===== src/rtl/traffic_req_ctrl.sv =====
// Detector request conditioner feeding light_fsm: sync, debounce, edge latch, round-robin offer.
// Optional REQ_TIMEOUT_EN builds a stall counter that drives urgent; otherwise urgent is tied low.
module traffic_req_ctrl #(
  parameter int DEBOUNCE_CYCLES = 4,
  parameter int MAX_WAIT        = 64
) (
  input  logic       clk,
  input  logic       rst,
  input  logic [3:0] sensor_raw,
  input  logic       req_ready,
  output logic       req_valid,
  output logic [1:0] req_dir,
  output logic [3:0] pend,
  output logic       urgent
);

  localparam int CW = (DEBOUNCE_CYCLES > 2) ? $clog2(DEBOUNCE_CYCLES) : 1;
  localparam logic [CW-1:0] CNT_LAST = CW'(DEBOUNCE_CYCLES - 1);

  typedef enum logic {IDLE, OFFER} state_t;

  logic [3:0]    s1, s2, db, db_q;
  logic [CW-1:0] cnt [4];
  logic [3:0]    rise, clr, pend_nxt;
  state_t        state, state_nxt;
  logic          valid_nxt;
  logic [1:0]    dir_nxt, last, last_nxt, sel, idx;
  logic          found;

  // NOTE: clocked state uses non-blocking assignments so every flop samples pre-edge values.
  always_ff @(posedge clk) begin
    if (rst) begin
      s1   <= '0;
      s2   <= '0;
      db   <= '0;
      db_q <= '0;
      for (int i = 0; i < 4; i++) cnt[i] <= '0;
    end else begin
      s1   <= sensor_raw;
      s2   <= s1;
      db_q <= db;
      for (int i = 0; i < 4; i++) begin
        if (s2[i] != db[i]) begin
          if (cnt[i] == CNT_LAST) begin
            db[i]  <= s2[i];
            cnt[i] <= '0;
          end else begin
            cnt[i] <= cnt[i] + 1'b1;
          end
        end else begin
          cnt[i] <= '0;
        end
      end
    end
  end

  assign rise = db & ~db_q;

  // NOTE: every always_comb output gets a default first so no path leaves a latch behind.
  always_comb begin
    state_nxt = state;
    valid_nxt = req_valid;
    dir_nxt   = req_dir;
    last_nxt  = last;
    clr       = '0;
    sel       = last;
    found     = 1'b0;
    idx       = '0;
    for (int k = 1; k <= 4; k++) begin
      idx = last + 2'(k);
      if (!found && pend[idx]) begin
        sel   = idx;
        found = 1'b1;
      end
    end
    case (state)
      IDLE: begin
        if (pend != 4'b0) begin
          state_nxt = OFFER;
          valid_nxt = 1'b1;
          dir_nxt   = sel;
        end
      end
      OFFER: begin
        if (req_ready) begin
          state_nxt = IDLE;
          valid_nxt = 1'b0;
          clr       = 4'b0001 << req_dir;
          last_nxt  = req_dir;
        end
      end
      default: state_nxt = IDLE;
    endcase
    // A new edge in the same cycle as its handshake keeps the request pending.
    pend_nxt = (pend & ~clr) | rise;
  end

  always_ff @(posedge clk) begin
    if (rst) begin
      state     <= IDLE;
      req_valid <= 1'b0;
      req_dir   <= 2'd0;
      last      <= 2'd3;
      pend      <= '0;
    end else begin
      state     <= state_nxt;
      req_valid <= valid_nxt;
      req_dir   <= dir_nxt;
      last      <= last_nxt;
      pend      <= pend_nxt;
    end
  end

`ifdef REQ_TIMEOUT_EN
  localparam int WW = $clog2(MAX_WAIT + 1);
  logic [WW-1:0] wait_cnt;

  // Counter is held at zero while idle, so it starts clean on every new offer.
  always_ff @(posedge clk) begin
    if (rst) begin
      wait_cnt <= '0;
      urgent   <= 1'b0;
    end else if (state == IDLE) begin
      wait_cnt <= '0;
      urgent   <= 1'b0;
    end else if (req_ready) begin
      urgent   <= 1'b0;
    end else begin
      if (wait_cnt != WW'(MAX_WAIT)) wait_cnt <= wait_cnt + 1'b1;
      if (wait_cnt >= WW'(MAX_WAIT - 1)) urgent <= 1'b1;
    end
  end
`else
  localparam int UNUSED_MAX_WAIT = MAX_WAIT;
  assign urgent = 1'b0;
`endif

endmodule


===== config.mk =====
export PLATFORM = sky130hd
export DESIGN_NAME = traffic_req_ctrl
export DESIGN_NICKNAME = d
export VERILOG_FILES = /design/src/rtl/traffic_req_ctrl.sv
export SDC_FILE = /design/constraint.sdc
export NUM_CORES = 1
export LEC_CHECK = 0
export BUFFER_PORTS_ARGS = -buffer_cell sky130_fd_sc_hd__buf_2
export CAP_MARGIN = 15
export CORE_UTILIZATION = 40
export CTS_CLUSTER_DIAMETER = 30
export DETAILED_ROUTE_END_ITERATION = 8
export PLACE_DENSITY_LB_ADDON = 0.05
export SYNTH_ARGS = -nofsm -noshare
export SYNTH_HDL_FRONTEND = slang
export SYNTH_SLANG_ARGS = --single-unit
export TNS_END_PERCENT = 20

===== constraint.sdc =====
create_clock -name clk -period 2.2 [get_ports clk]
set_clock_uncertainty 0.1 [all_clocks]
set_input_delay 0 -clock clk [delete_from_list [all_inputs] [get_ports clk]]
set_output_delay 0 -clock clk [all_outputs]
set_load 0.01 [all_outputs]

# Yosys cells after proc, flatten, opt, wreduce, memory -nomap -nowiden
# Memory sizes are Yosys's and may differ from the RTL's.
# Cells that the tools add are included.
op_classes:
  order_cmp: 4
  eq_ne: 10
  n_mux: 81
  n_shift: 1
  n_bitwise: 18
  reduce_logical: 14
  add_sub_neg: 7
op_table:
  columns: ["cell", "n"]
  rows:
  - ["1-bit two-way mux", 57]
  - ["2-bit two-way mux", 16]
  - ["2-bit AND reduction", 7]
  - ["2-bit by 3-bit less-than comparator with 1-bit output, second input constant", 4]
  - ["1-bit bitwise OR", 12]
  - ["2-bit by 1-bit adder with 2-bit output, second input constant", 5]
  - ["4-bit bitwise AND", 2]
  - ["1-bit binary-select mux with 2-bit select", 4]
  - ["2-bit equality test, second input constant", 4]
  - ["4-bit two-way mux", 2]
  - ["4-bit NOT", 2]
  - ["2-bit adder, second input constant", 2]
  - ["1-bit != test", 4]
  - ["2-bit != test, second input constant", 2]
  - ["4-bit bitwise OR", 1]
  - ["1-bit case mux with 2 select lines", 2]
  - ["4-bit nonzero test", 1]
  - ["1-bit by 2-bit left shift with 4-bit output, first input constant", 1]
  - ["1-bit logical AND", 3]
  - ["1-bit logical NOT", 3]
  - ["1-bit NOT", 1]
totals:
  output_inout_bits: 8
  n_memories: 1
  register_bits: 26
  ram_bits: 8
memory_table:
  columns: ["name", "depth", "word_bits", "read_ports", "rd_ports_with_merged_regs", "wr", "line", "text"]
  rows:
  - ["cnt", 4, 2, 4, 0, 4, "23", "logic [CW-1:0] cnt [4];"]

# Depth between registers and ports, before layout
# Gate-level depths: netlist of run 1.
logic_depth:
  depth_word: 13
  depth_mapped: 4

# Least setup slack after synthesis of run 1
# No wires, ideal clock.
synth_timing:
  kind: "flip-flop to flip-flop"
  startpoint: "reg pend[2]"
  endpoint: "reg req_dir[0]"
  setup_slack_ns: 0.859
  period_less_slack_ns: 1.341
  path_stages_with_launch: 5
  arrival_ns: 1.108
  path_cell_list: "dfxtp_1 -> inv_2 -> a221o_1 -> a221oi_2 -> a211oi_2"
synth_between:
  elab_chain_len: 12
  elab_cells_between_ends: 23
  cone_classes: "mux (15); reduce/logical (8)"
synth_rtl:
  columns: ["item", "line", "text"]
  rows:
  - ["start, declared", "13", "output logic [3:0] pend,"]
  - ["start signal, assigned", "110", "pend <= pend_nxt;"]
  - ["1-bit binary-select mux with 2-bit select", "71", "if (!found && pend[idx]) begin"]
  - ["1-bit two-way mux (implied by the code)", "71", null]
  - ["1-bit two-way mux", "71", null]
  - ["1-bit logical NOT", "71", null]
  - ["1-bit logical AND", "71", null]
  - ["1-bit two-way mux", "71", null]
  - ["1-bit logical NOT", "71", null]
  - ["1-bit logical AND", "71", null]
  - ["1-bit two-way mux", "71", null]
  - ["1-bit logical NOT", "71", null]
  - ["1-bit logical AND", "71", null]
  - ["2-bit two-way mux", "71", null]
  - ["end signal, assigned", "108", "req_dir <= dir_nxt;"]
  - ["end, declared", "12", "output logic [1:0] req_dir,"]
# Several ways; a longest one is shown, not always the timed one. The select of a mux whose other input is x is not followed.
# A chain may end at the register's enable or synchronous reset.

# Final worst setup path of run 1
# Same ends and word-level chain as after synthesis.

==> impl_results.md, run 1 <==
* Diodes inserted at 0
* #FFs+latches synth at 34
* Dominant cell type by area after synthesis: dfxtp_1
* Total congestion overflow at 0
* Simple-Gate Fraction of Synth Area at 0.201
* Vias at 897
* Unique masters post-synth at 28
* Drt drc at 0
* Synth top area share at 0.390
* FMAX at 728 MHz
* Die X at 59.8 um
* Clock group share of total power at 0.297
* Mux share of post-synthesis cell area at 0.0300
* WP depth at 4
* Number of port buffers at 13
* Sequential share of the synthesized area at 0.569
* Die area at 3580 um2
* Largest family of logic cells by synthesized area: simple AND/OR/NAND/NOR gates
* HPWL after detailed placement at 1.38 mm
* Htree depth at 2
* Final Util at 0.504
* Layout cells sized above 1 at 0.148
* Syn Inst Count at 126
* CP startpoint kind: register
* Initial antenna violation count at 0
* WP buf/inv at 1
* Tmin final at 1.37 ns
* Worst EP required at 2.30 ns
* Sw Ratio at 0.224
* Psw at 0.236 mW
* Hold Violations, Final at 0
* WHS at 0.0152 ns
* Routability cong. at 0.856
* Power Dens Cells at 676 nW/um2
* Die height at 59.8 um
* Setup_tns at 0 ns
* Xor/xnor share of the synthesized area at 0.0262
* WL/cell at 10.3 um
* Area of the mapped netlist at 1340 um2
* CTS Buffer Depth at 2
* Max-slew violations at 0
* First-pass GRT wire length at 3.51 mm
* CTS resizes at 0
* Pre-CTS setup slack at 0.834 ns
* Avg Cell Area, Syn at 10.6 um2
* Hold path cells at 2
* Leading post-synthesis cells by cell area: dfxtp_1 (39%), edfxtp_1 (18%), nor2b_1 (6.6%)
* Setup Crit Path Kind: register to register
* Root buf cell: clkbuf_4
* CP Capture Type: register
* Setup Viol. Count Final at 0
* TritonCTS Buffers at 5
* Cell internal pwr at 0.821 mW
* Slew HR at 0.663
* Worst path cell trace: inv_2 > a221o_1 > a221oi_2 > a211oi_2
* Core area at 3100 um2
* Post-synthesis compound-gate area fraction at 0.0964
* Vias per cell at 4.51
* Register-to-Register Path Depth at 4
* Family with the most delay on the worst path: compound AO/OA/AOI/OAI gates
* Reg power frac at 0.638
* Synth Area in Adders at 0.0375
* Clk slew on worst S/H paths at 0.09 ns
* Slowest stage delay, CP at 0.47 ns
* Initial DRC count at 59
* Max cap viols at 0
* CP max FO at 6
* Peak supply drop at 0.321 mV
* Io pins at 15
* Worst slew pin tran at 0.505 ns
* Row count at 20
* Routed WL at 2.04 mm
* Worst skew pair latency at 0.33 ns
* Largest net degree at the start of global routing at 31
* Final Cycle Share at 0.625
* CP Data Arrival Time at 1.48 ns
* Power share of the combinational group at 0.065
* Number of global-route vias before repair at 839
* Hold Crit Class: input port to register
* Nets at 165
* Hold buffers post-CTS at 5
* Crit-path slowest cell: dfxtp_1
* Overall routing resource usage at 0.139
* Lkg Pwr at 0.631 nW
* Final ANT Viol Nets at 0
* TritonCTS clock tree: yes
* Layout area overhead at 16.9%
* Yosys warnings at 0
* Drt pass-1 iters at 4
* Post-CTS Setup Bufs at 0
* CTS sink count at 34
* Setup WS post-layout at 0.826 ns
* RSZ-0062 raised after global routing: false
* Outcome: complete, no violations
* Initial Util at 0.431
==> power by group through the flow <==
stage / registers (mW) / logic, mW / clock network (mW)
after floorplan: 0.688 / 0.0454 / 0
after global placement: 0.689 / 0.0605 / 0
after detailed placement: 0.690 / 0.0623 / 0
after CTS: 0.675 / 0.0692 / 0.335
after global routing: 0.678 / 0.0783 / 0.362
final: 0.675 / 0.0686 / 0.314
==> cells by family (layout without fill, tap and decap cells) <==
logic type | after synthesis | count (layout)
adder cells (fa/ha/maj) | 4 | 4
flip-flops | 34 | 34
buffers and inverters | 11 | 33
AND/OR/NAND/NOR | 49 | 49
other | 2 | 9
XOR/XNOR | 4 | 4
AO/OA/AOI/OAI | 18 | 18
multiplexers | 4 | 4
==> registers in the layout, summed over array words and instances (netlist names), 2 cells and up <==
register / cells
last: 2
pend: 4
db_q: 4
cnt: 8
s2: 4
s1: 4
db: 4
req_dir: 2
==> through the flow <==
stage	cells	area [um2]	power [mW]
after floorplan	133	1360	0.733
after global routing	199	1560	1.12
after CTS	199	1560	1.08
after global placement	186	1460	0.749
after detailed placement	186	1460	0.752
final	199	1560	1.06
==> path summary, 6_finish.rpt <==
| kind | slack, ns | end | start |
|---|---|---|---|
| worst max-delay path | 0.83 | req_dir[0] | pend[2] |
| worst min-delay path | 0.02 | db[0] | rst |
| worst max register to register | 0.83 | req_dir[0] | pend[2] |
| worst min register to register | 0.34 | s2[1] | s1[1] |
==> cells in the final DEF, fill, tap and decap left out, types with 2 or more instances in the layout <==
cell type | synthesis | routed
or3_1 | 4 | 4
conb_1 | 2 | 9
dlygate4sd3_1 | 0 | 5
nor2_1 | 17 | 17
ha_1 | 4 | 4
nand2b_1 | 5 | 5
nand3_1 | 2 | 2
nor2b_1 | 14 | 14
xnor2_1 | 4 | 4
a21oi_1 | 8 | 8
nand2_1 | 4 | 4
o31ai_1 | 2 | 2
clkbuf_1 | 3 | 3
inv_1 | 6 | 6
buf_2 | 0 | 13
o211ai_1 | 2 | 2
clkbuf_4 | 0 | 5
edfxtp_1 | 8 | 8
dfxtp_1 | 26 | 26
mux2i_1 | 4 | 4
==> cell type report <==
class	instances	area (um2)
fillers	311	1540
clock buffers	8	48.8
repair buffers	18	115
inverters	7	26.3
multi-input cells	88	557
well taps	44	55.1
flip-flops and latches	34	761
==> worst reg2reg max path, delay by kind of cell (launching register included) <==
kind                   cells  cell delay [ns]
AOI/OAI and AO/OA          3             0.64
DFF                        1             0.47
buffers and inverters      1             0.04
==> cell usage after synthesis (all sizes together) <==
master  instances
dfxtp          26
nor2           17
nor2b          14
a21oi           8
edfxtp          8
inv             7
nand2b          5
ha              4
mux2i           4
nand2           4
or3             4
xnor2           4
clkbuf          3
a211oi          2
conb            2
nand3           2
o211ai          2
o31ai           2
a211o           1
a221o           1
a221oi          1
buf             1
nand4           1
nor4            1
o21ai           1
or2             1
==> per-layer routing <==
metal,up-vias,global-route usage,share of wire
li1,473,-,-
met1,398,0.153,0.47
met2,19,0.208,0.45
met3,7,0.0693,0.046
met4,0,0.0930,0.029
met5,-,0,0
Note: power is estimated with default switching activity, not from simulation.
==> run 2, diff against run 1 <==
Clock period 2.2 ns to 1.4 ns, I/O delays scaled along.
==> run 2 against run 1 <==
Non-clock buffer count is 8 higher. Total power increased by 64%. Register-to-register slack got worse by 0.74 ns. Final area rose by 6.2%. Worst setup slack worse by 0.74 ns. Largest power group unchanged. Clock power is 74% higher. Critical path type unchanged. Sequential cell count unchanged. Via count increased by 3.7%. Utilization rose by 3.1 points. Maximum frequency increased by 4.3%.
==> impl_results.md, run 2 (synthesis results as in run 1) <==
* CP max FO at 2 (was 6)
* Final ANT Viol Nets at 0 (unchanged)
* Die height at 59.8 um (unchanged)
* Core area at 3100 um2 (unchanged)
* Routability cong. at 0.822 (was 0.856)
* Io pins at 15 (unchanged)
* Tmin final at 1.32 ns (was 1.37 ns)
* CTS Buffer Depth at 2 (unchanged)
* Final Cell Area at 1660 um2 (was 1560 um2)
* Hold Crit Class: input port to register (unchanged)
* Initial antenna violation count at 0 (unchanged)
* CTS sink count at 34 (unchanged)
* Total congestion overflow at 0 (unchanged)
* Lkg Pwr at 0.672 nW (was 0.631 nW)
* Peak supply drop at 0.627 mV (was 0.321 mV)
* HPWL after detailed placement at 1.45 mm (was 1.38 mm)
* Routed WL at 2.07 mm (was 2.04 mm)
* Final Cycle Share at 0.941 (was 0.625)
* CP Capture Type: register (unchanged)
* Clk slew on worst S/H paths at 0.09 ns (about the same)
* DRT met1 WL at 971 um (was 963 um)
* Post-CTS Setup Bufs at 0 (unchanged)
* TritonCTS Buffers at 5 (unchanged)
* Number of global-route vias before repair at 869 (was 839)
* Outcome: complete, no violations (unchanged)
* Largest net degree at the start of global routing at 20 (was 31)
* Worst EP required at 1.49 ns (was 2.30 ns)
* Met2 Routed Length at 958 um (was 923 um)
* Reg area at 762 um2 (was 761 um2)
* Max-slew violations at 0 (unchanged)
* Routed met3 length at 91 um (was 94 um)
* Htree depth at 2 (unchanged)
* Largest Register: cnt (unchanged)
* Layout cells sized above 1 at 0.196 (was 0.148)
* Crit path launch: cnt[1][0] (was pend[2])
* Initial DRC count at 44 (was 59)
* Vias at 930 (was 897)
* Root buf cell: clkbuf_4 (unchanged)
* FMAX at 759 MHz (was 728 MHz)
* Die X at 59.8 um (unchanged)
* Die area at 3580 um2 (unchanged)
* Number of port buffers at 13 (unchanged)
* Top layer used by detailed routing: met4 (unchanged)
* Drt drc at 0 (unchanged)
* Layout area overhead at 24.2% (was 16.9%)
* CP Data Arrival Time at 1.41 ns (was 1.48 ns)
* Nets at 173 (was 165)
* WHS at 0.336 ns (was 0.0152 ns)
* Worst hold start: req_ready (was rst)
* Diodes inserted at 0 (unchanged)
* First-pass GRT wire length at 3.58 mm (was 3.51 mm)
* Fill count at 313 (was 311)
* Power Dens Cells at 1040 nW/um2 (was 676 nW/um2)
* Row count at 20 (unchanged)
* Overall routing resource usage at 0.141 (was 0.139)
* Most common cell after layout, fill and taps aside: dfxtp_1 (unchanged)
* Setup Crit Path Kind: register to register (unchanged)
* CP startpoint kind: register (unchanged)
* Reg2reg setup slack at 0.08 ns (was 0.83 ns)
* Initial Util at 0.431 (unchanged)
* Setup Viol. Count Final at 0 (unchanged)
* Area of the multi-input gates at 567 um2 (was 557 um2)
* Drt pass-1 iters at 4 (unchanged)
* Max cap viols at 0 (unchanged)
* Vias per cell at 4.49 (was 4.51)
* Worst skew pair latency at 0.33 ns (about the same)
* Most frequent cells in the layout: dfxtp_1 (25), nor2_1 (17), nor2b_1 (14), buf_2 (12), dlygate4sd3_1 (10) (was dfxtp_1 (26), nor2_1 (17), nor2b_1 (14), buf_2 (13), conb_1 (9))
* TritonCTS clock tree: yes (unchanged)
* WL/cell at 10.0 um (was 10.3 um)
* Max reg flops at 8 (unchanged)
* RSZ-0062 raised after global routing: true (was false)
* Hold Violations, Final at 0 (unchanged)
* RR Startpoint: cnt[1][0] (was pend[2])
* Post-DP Area at 1490 um2 (was 1460 um2)
## run 2: cell types whose count changed in the layout (fill, tap and decap cells not counted)
| cell | delta |
|---|---|
| dlygate4sd3_1 | +5 |
| ha_1 | -4 |
| ha_2 | +4 |
| buf_4 | +3 |
| buf_2 | -1 |
| clkbuf_1 | -1 |
| clkbuf_4 | +1 |
| clkbuf_8 | +1 |
| dfxtp_1 | -1 |
| dfxtp_2 | +1 |
## run 2: cell type report
class | instances | area share
inverter | 7 | 0.0158
sequential | 34 | 0.459
tap | 44 | 0.0332
clock buffer | 8 | 0.0354
multi-input combinational | 88 | 0.342
timing repair buffer | 26 | 0.115
## run 2: layer usage
layer | track usage | vias to the layer above
li1 | - | 483
met1 | 0.156 | 426
met2 | 0.227 | 16
met3 | 0.0649 | 5
met4 | 0.0698 | 0
met5 | 0 | -
## run 2: repair_timing
item | 4_1_cts | 5_1_grt
resized for setup | 0 | 6
hold endpoints to repair | 17 | 0
endpoints found under the setup margin | 0 | 12
hold buffers | 10 | 0
## run 2: final timing paths
check,to,depth (start not counted)
max,cnt[1][0],3
min,state,3
max reg2reg,cnt[1][0],3
min reg2reg,s2[2],1
## run 2: where the power goes
group | switching, mW | total (mW) | internal (mW) | leakage [nW]
clock | 0.297 | 0.545 | 0.248 | 0.0326
sequential | 0.0250 | 1.06 | 1.04 | 0.295
combinational | 0.0566 | 0.123 | 0.0668 | 0.345
## run 2: worst max-delay path: stages (launching register included)
cell and delay, ns:
edfxtp_1 0.41, ha_2 0.21, or3_1 0.37, nor2_1 0.10
## run 2: through the flow
step	util	worst slack [ns]	total power, mW	setup TNS, ns	std cells
floorplan	-	0.0593	1.15	0	133
global placement	0.479	0.0426	1.18	0	189
detailed placement	0.479	0.0439	1.19	0	189
CTS	0.530	0.0257	1.76	0	207
global route	0.535	-0.00684	1.81	-0.00684	207
finish	0.535	0.0823	1.73	0	207
